### config.mk
export PLATFORM = sky130hd
export DESIGN_NAME = seq_divider
export DESIGN_NICKNAME = d
export VERILOG_FILES = /design/src/rtl/seq_divider.sv
export SDC_FILE = /design/constraint.sdc
export NUM_CORES = 1
export LEC_CHECK = 0
export ABC_AREA = 1
export CORE_ASPECT_RATIO = 0.6
export CORE_MARGIN = 3
export CORE_UTILIZATION = 50
export DETAILED_ROUTE_END_ITERATION = 7
export PLACE_DENSITY = 0.85
export SETUP_SLACK_MARGIN = 0.4
export SLEW_MARGIN = 20
export SYNTH_ARGS = -nofsm -noshare
export SYNTH_HDL_FRONTEND = slang
export SYNTH_SLANG_ARGS = --single-unit
### constraint.sdc
create_clock -name clk -period 5.3 [get_ports clk]
set_input_delay 1.06 -clock clk [delete_from_list [all_inputs] [get_ports clk]]
set_output_delay 1.06 -clock clk [all_outputs]
set_load 0.02 [all_outputs]
### src/rtl/seq_divider.sv
// Unsigned 32-bit restoring divider, one quotient bit per clock.
// Define DIVZ_SHORTCUT_EN to finish a divide by zero in one cycle.
module sub (
  input  logic [31:0] a,
  input  logic [31:0] b,
  output logic [31:0] sum,
  output logic        Cout
);
  // Cout=1 means no borrow, i.e. a >= b
  assign {Cout, sum} = {1'b0, a} + {1'b0, ~b} + 33'd1;
endmodule

module seq_divider #(
  parameter int WIDTH = 32
) (
  input  logic             clk,
  input  logic             rst,
  input  logic             start,
  input  logic [WIDTH-1:0] dividend,
  input  logic [WIDTH-1:0] divisor,
  output logic             busy,
  output logic             done,
  output logic [WIDTH-1:0] quotient,
  output logic [WIDTH-1:0] remainder,
  output logic             div_by_zero
);
  typedef enum logic [1:0] {
    IDLE,
    RUN,
    DONE
  } state_t;

  state_t           state;
  logic [WIDTH-1:0] divr;
  logic [WIDTH-1:0] dq;
  logic [WIDTH-1:0] rem;
  logic [4:0]       cnt;
  logic [WIDTH-1:0] partial;
  logic [WIDTH-1:0] diff;
  logic             cout;
  logic             take;
  logic [WIDTH-1:0] rem_nx;
  logic [WIDTH-1:0] dq_nx;

  assign partial = {rem[WIDTH-2:0], dq[WIDTH-1]};

  sub u_sub (
    .a    (partial),
    .b    (divr),
    .sum  (diff),
    .Cout (cout)
  );

  // rem[31] set: shifted value is >= 2^32, always exceeds divisor
  assign take   = rem[WIDTH-1] | cout;
  assign rem_nx = take ? diff : partial;
  assign dq_nx  = {dq[WIDTH-2:0], take};

`ifdef DIVZ_SHORTCUT_EN
  logic dbz;
  assign div_by_zero = dbz;
`else
  assign div_by_zero = 1'b0;
`endif

  always_ff @(posedge clk or posedge rst) begin
    if (rst) begin
      state     <= IDLE;
      divr      <= '0;
      dq        <= '0;
      rem       <= '0;
      cnt       <= '0;
      busy      <= 1'b0;
      done      <= 1'b0;
      quotient  <= '0;
      remainder <= '0;
`ifdef DIVZ_SHORTCUT_EN
      dbz       <= 1'b0;
`endif
    end else begin
      done <= 1'b0;
`ifdef DIVZ_SHORTCUT_EN
      dbz  <= 1'b0;
`endif
      unique case (state)
        IDLE, DONE: begin
          if (start) begin
            divr <= divisor;
            dq   <= dividend;
            rem  <= '0;
            cnt  <= '0;
`ifdef DIVZ_SHORTCUT_EN
            if (divisor == '0) begin
              state     <= DONE;
              done      <= 1'b1;
              dbz       <= 1'b1;
              quotient  <= '1;
              remainder <= dividend;
            end else begin
              state <= RUN;
              busy  <= 1'b1;
            end
`else
            state <= RUN;
            busy  <= 1'b1;
`endif
          end else begin
            state <= IDLE;
          end
        end
        RUN: begin
          rem <= rem_nx;
          dq  <= dq_nx;
          cnt <= cnt + 5'd1;
          if (cnt == 5'd31) begin
            state     <= DONE;
            busy      <= 1'b0;
            done      <= 1'b1;
            quotient  <= dq_nx;
            remainder <= rem_nx;
          end
        end
        default: state <= IDLE;
      endcase
    end
  end
endmodule

; Word level (Yosys, flattened, before mapping)
; Cells that the tools add are included.
[totals]
ff_bits = 169
out_inout_bits = 67
[op_classes]
addsub = 3
eq_ne = 5
mux = 15
n_bitwise = 2
n_reduce_logical = 7
[ops]
columns = op, n
row1 = 32-bit one-hot mux with 2 select lines, 2
row2 = 32-bit two-way mux, 3
row3 = 32-bit by 32-bit adder with 33-bit output, 1
row4 = "33-bit by 1-bit adder with 33-bit output, second input constant", 1
row5 = 32-bit inverter, 1
row6 = 5-bit one-hot mux with 2 select lines, 1
row7 = 2-bit AND reduction, 3
row8 = "5-bit by 1-bit adder with 5-bit output, second input constant", 1
row9 = "5-bit equality test, second input constant", 1
row10 = 1-bit two-way mux, 5
row11 = 5-bit two-way mux, 1
row12 = "2-bit != test, second input constant", 2
row13 = 2-bit one-hot mux with 2 select lines, 1
row14 = 3-bit AND reduction, 1
row15 = "2-bit by 1-bit equality test with 1-bit output, second input constant", 1
row16 = "2-bit equality test, second input constant", 1
row17 = 2-bit zero test, 1
row18 = 2-bit two-way mux, 1
row19 = 1-bit one-hot mux with 2 select lines, 1
row20 = 2-bit nonzero test, 1
row21 = 2-bit OR reduction, 1
row22 = 1-bit OR, 1

; Longest topological paths before layout
[depth]
ltp_word = 6
depth_mapped = 18

; By module
; From an unflattened synthesis, not the netlist that was laid out.
[unflattened]
cells_unflattened = 1504
hier_area_um2 = 9964.6
[modules_own_cells]
columns = mod, instances, cells_per_inst, area_per_inst_um2, seq_area_each_um2
row1 = seq_divider, 1, 958, 7370.8, 4229.1
row2 = sub, 1, 546, 2593.7, 0.0

; Worst setup path before layout
; No wires, ideal clock.
[synth_timing]
path_kind = reg-to-reg
start = register divr[0]
end = register rem[17]
setup_time_ns = 0.124
arrival_time_ns = 2.036
setup_slack_ns = 3.140
stages_incl_launch_ff = 17
synth_period_minus_slack_ns = 2.160
path_cell_list = dfrtp_1 ha_1 fa_1 inv_1 nand2_1 nand2_1 nand3_1 nand2_2 nand2_1 nand2_2 nand2_2 nand3_4 buf_6 buf_8 nand2_2 o211ai_1 nand2_1
[synth_between]
elab_chain_cells = 6
[synth_rtl]
columns = item, line_no
row1 = start: declaration, 34  ; logic [WIDTH-1:0] divr;
row2 = start signal: assignment, 88  ; divr <= divisor;
row3 = 32-bit inverter (*), 10  ; assign {Cout, sum} = {1'b0, a} + {1'b0, ~b} + 33'd1;
row4 = 32-bit by 32-bit adder with 33-bit output (*), 10
row5 = 33-bit by 1-bit adder with 33-bit output (*), 10
row6 = 1-bit OR, 55  ; assign take = rem[WIDTH-1] | cout;
row7 = 32-bit two-way mux (*), 56  ; assign rem_nx = take ? diff : partial;
row8 = 32-bit one-hot mux with 2 select lines (*), 85  ; unique case (state)
row9 = end signal: assignment, 112  ; rem <= rem_nx;
row10 = end: declaration, 36  ; logic [WIDTH-1:0] rem;
; Mark *: on every way between the ends. The rest lies on a longest branch, timed or not.
; A chain may end at the register's enable or synchronous reset.

; Final worst setup path
[layout_timing]
start = register state[0]
end = register cnt[4]
[layout_between]
elab_chain_cells = 4
word_cells_on_any_way = 8
[layout_rtl]
columns = item, line_no
row1 = start: declaration, 33  ; state_t state;
row2 = start signal: assignment, 68  ; state <= IDLE;
row3 = start signal: assignment, 104  ; state <= RUN;
row4 = start signal: assignment, 108  ; state <= IDLE;
row5 = 2-bit equality test or 2-bit zero test (tied branches), 85
row6 = 2-bit OR reduction, 85
row7 = 2-bit != test (no source line) or 2-bit nonzero test (tied branches), --
row8 = 2-bit AND reduction (no source line), --
row9 = end signal: assignment, 114  ; cnt <= cnt + 5'd1;
row10 = end: declaration, 37  ; logic [4:0] cnt;
; Several ways; a longest one is shown, not always the timed one.

==> out/qor.yml <==
setup_path:
  critPathKind: "reg2reg"
  crit_path_max_fanout: 37
  cp_arrival_ns: 3.84
  cp-start-kind: "register"
  required_ns: 5.61
  endpoint_kind: "register"
timing:
  maxClockFrequency_mhz: 283
  final_min_period_over_clock_period_pct: 66.6
  clock-skew-final_ns: 0.0188
  final-setup-viol-count: 0
  final_period_minus_worst_setup_slack_ns: 3.53
  slew_violations: 0
  timing.setup.tns_ns: 0
  rsz0062_at_grt: "no"
  max_slew.worst_pin.slew_ns: 1.09
  maxSlewHeadroom_pct: 26.9
  timing.final.hold_violations: 0
logic_synthesis:
  yosys.cell_types.count: 41
  synth_fp_nets: 1392
  synth_area_um2: 9450
  synth_enable_flop_cells: 0
  synth-adder-area-share_pct: 4.72
  syn_inst: 1290
  yosys_most_used_dff: "dfrtp_1"
  post_synth.cell_area_avg_um2: 7.32
  muxShareOfSynthArea_pct: 0.119
  synth_simple_gate_area_share_pct: 29.7
  ys_warn_count: 0
  post_synthesis_compound_gate_area_fraction_pct: 8.95
  synth_register_bits: 169
  main_combinational_cell_family_by_area_after_synthesis: "simple AND/OR/NAND/NOR gates"
  synth_sequential_area_ratio_pct: 44.8
  yosys.area_share.xor_xnor_pct: 1.39
  synthArstFlopShare_pct: 100
global_route:
  number_of_global_route_vias_before_repair: 8327
  globalRouteTotalUtil_pct: 25.5
  grt_antenna_before_repair: 0
  grt_max_degree: 170
  sum_of_overflow_across_all_layers_after_global_routing: 0
  grt_first_pass_wirelength_um: 42400
placement:
  gp_weighted_congestion: 0.946
  port_buffers: 132
  dp_hpwl_um: 17800
clock_network:
  cts_tree: "done"
  clock-root-buffer: "clkbuf_16"
  cts_hold_repair.buffers: 0
  htree_levels: 4
  post_cts_buffers: 0
  cts_buffers: 17
  clock_path_buffers: 2
  post_cts.resized_instances: 0
  clk_latency_ns: 0.44
  cts.sinks: 169
  cts.reportedPaths.clkPinSlew_ns: 0.07
power_and_ir_drop:
  cellLeakagePower_nw: 6.11
  netSwitchingFraction_pct: 50.2
  seq_power_share_pct: 25.3
  switching_power_w: 0.00419
  power.share.clock_pct: 15.8
  cellPowerDensity_nw_per_um2: 722
  power.share.combinational_pct: 58.9
  max-vdd-ir-drop_mv: 0.335
  internal_power_w: 0.00416
detailed_routing:
  drt.antenna.violating_nets: 0
  vias_per_cell: 5.22
  drc_viols: 0
  dr.first_iter.drc_count: 742
  routed_wirelength_um: 25700
  detail_route.wl_per_cell_um: 15.5
  route.vias.total: 8633
  dr.pass1.iters: 5
floorplan:
  die_outline_height_um: 112
  die_w_um: 183
  initial_utilization_pct: 51.6
  fp.coreArea_um2: 18300
  top_level_ports: 134
  design.die.area_um2: 20600
  rows: 38
flow_run:
  maxCapViolCount: 0
final_layout:
  utilization_pct: 63.2
  finalNetCount: 1503
  fill_cells: 1558
  layout-area-overhead-vs-synth_pct: 22.5
  drive_gt1_share_pct: 4.81
  antenna_cells_inserted: 0
worst_hold_path:
  timing.hold.worst.class: "reg2reg"
status:
  outcome: "finished, final reports clean"
sequential cells by signal (all words and copies together), names as in the netlist:
signal / flops
busy: 1
state: 2
cnt: 5
rem: 32
quotient: 32
divr: 32
remainder: 32
done: 1
dq: 32
metal layers:
layer	track usage, %	routed length [µm]	vias to the layer above
li1	-	-	4242
met1	40.5	12900	4016
met2	36.4	10700	336
met3	4.60	1790	39
met4	4.87	261	0
met5	0	0	-
power by group through the flow:
stage | logic (W) | clock network [W] | registers, W
5_1_grt | 0.00554 | 0.00138 | 0.00217
2_1_floorplan | 0.00342 | 0 | 0.00221
3_5_place_dp | 0.00477 | 0 | 0.00212
3_3_place_gp | 0.00461 | 0 | 0.00210
4_1_cts | 0.00484 | 0.00133 | 0.00211
6_report | 0.00492 | 0.00132 | 0.00211
worst paths after layout:
kind                                           start                        end  slack [ns]  cells past startpoint
max                             state[0]$_DFFE_PP0P_         cnt[4]$_DFFE_PP0P_        1.77                      7
min                        remainder[17]$_DFFE_PP0P_  remainder[17]$_DFFE_PP0P_        0.48                      2
max reg2reg                     state[0]$_DFFE_PP0P_         cnt[4]$_DFFE_PP0P_        1.77                      7
min reg2reg                remainder[17]$_DFFE_PP0P_  remainder[17]$_DFFE_PP0P_        0.48                      2
max in group asynchronous                        rst       divr[28]$_DFFE_PP0P_        3.37                      3
min in group asynchronous                        rst    quotient[6]$_DFFE_PP0P_        1.25                      3
area by class of cell:
| cell class | instances | area [µm²] | area share (%) |
|---|---|---|---|
| clock buffers | 17 | 425 | 3.68 |
| well taps | 240 | 300 | 2.60 |
| clock inverters | 15 | 208 | 1.80 |
| flip-flops and latches | 169 | 4230 | 36.6 |
| repair buffers | 139 | 1390 | 12.0 |
| inverters | 202 | 764 | 6.61 |
| multi-input cells | 872 | 4260 | 36.8 |
layout by cell type, fill, tap and decap left out, types with 2 or more instances in the layout:
cell type / Yosys / final
xor2_1: 15 / 15
clkdlybuf4s50_1: 0 / 132
clkinv_8: 0 / 7
clkinvlp_4: 0 / 2
nand2_2: 8 / 9
ha_1: 34 / 34
nand2_1: 482 / 480
inv_1: 197 / 194
nand3_1: 82 / 82
nand4_1: 7 / 7
nor2_1: 78 / 78
clkinv_1: 1 / 3
inv_6: 0 / 3
and3_1: 3 / 3
a21oi_1: 52 / 52
nand3_2: 6 / 6
inv_2: 3 / 3
and2_1: 3 / 3
o21ai_0: 38 / 38
a22o_1: 2 / 2
clkbuf_16: 0 / 17
o221ai_1: 31 / 31
o211ai_1: 3 / 3
buf_4: 4 / 6
nor2_2: 3 / 3
inv_12: 0 / 3
o21bai_1: 9 / 9
dfrtp_1: 169 / 169
nor3_1: 4 / 4
critical path: stages (launching register included):
cell      delay (ns)
dfrtp_1         0.33
clkinv_1        0.05
buf_4           0.24
nor2_2          0.72
inv_2           0.53
nand2_2         0.19
clkinv_1        0.85
a22o_1          0.47
synthesized netlist by cell type, types with 8 or more instances:
| master | number | area (µm²) |
|---|---|---|
| a21oi_1 | 52 | 260 |
| clkbuf_1 | 33 | 124 |
| dfrtp_1 | 169 | 4230 |
| ha_1 | 34 | 425 |
| inv_1 | 197 | 739 |
| nand2_1 | 482 | 1810 |
| nand2_2 | 8 | 50.1 |
| nand3_1 | 82 | 410 |
| nor2_1 | 78 | 293 |
| o21ai_0 | 38 | 190 |
| o21bai_1 | 9 | 67.6 |
| o221ai_1 | 31 | 272 |
| xor2_1 | 15 | 131 |
kinds of logic after synthesis:
family,after synthesis
other,1
flip-flops,169
multiplexers,1
AND/OR/NAND/NOR,683
XOR/XNOR,15
AO/OA/AOI/OAI,137
buffers and inverters,249
adder cells (fa/ha/maj),35
metrics by stage:
step	std cells	power [W]	hold WS [ns]	cell area, µm²	setup slack [ns]
after floorplan	1290	0.00562	0.440	9450	2.09
final	1654	0.00835	0.481	11600	1.77
after global routing	1654	0.00910	0.510	11600	1.49
after CTS	1654	0.00828	0.486	11600	2.27
after global placement	1622	0.00672	0.454	10900	2.26
after detailed placement	1622	0.00689	0.465	10900	2.16
No activity file was read; power rests on OpenSTA's default activity.
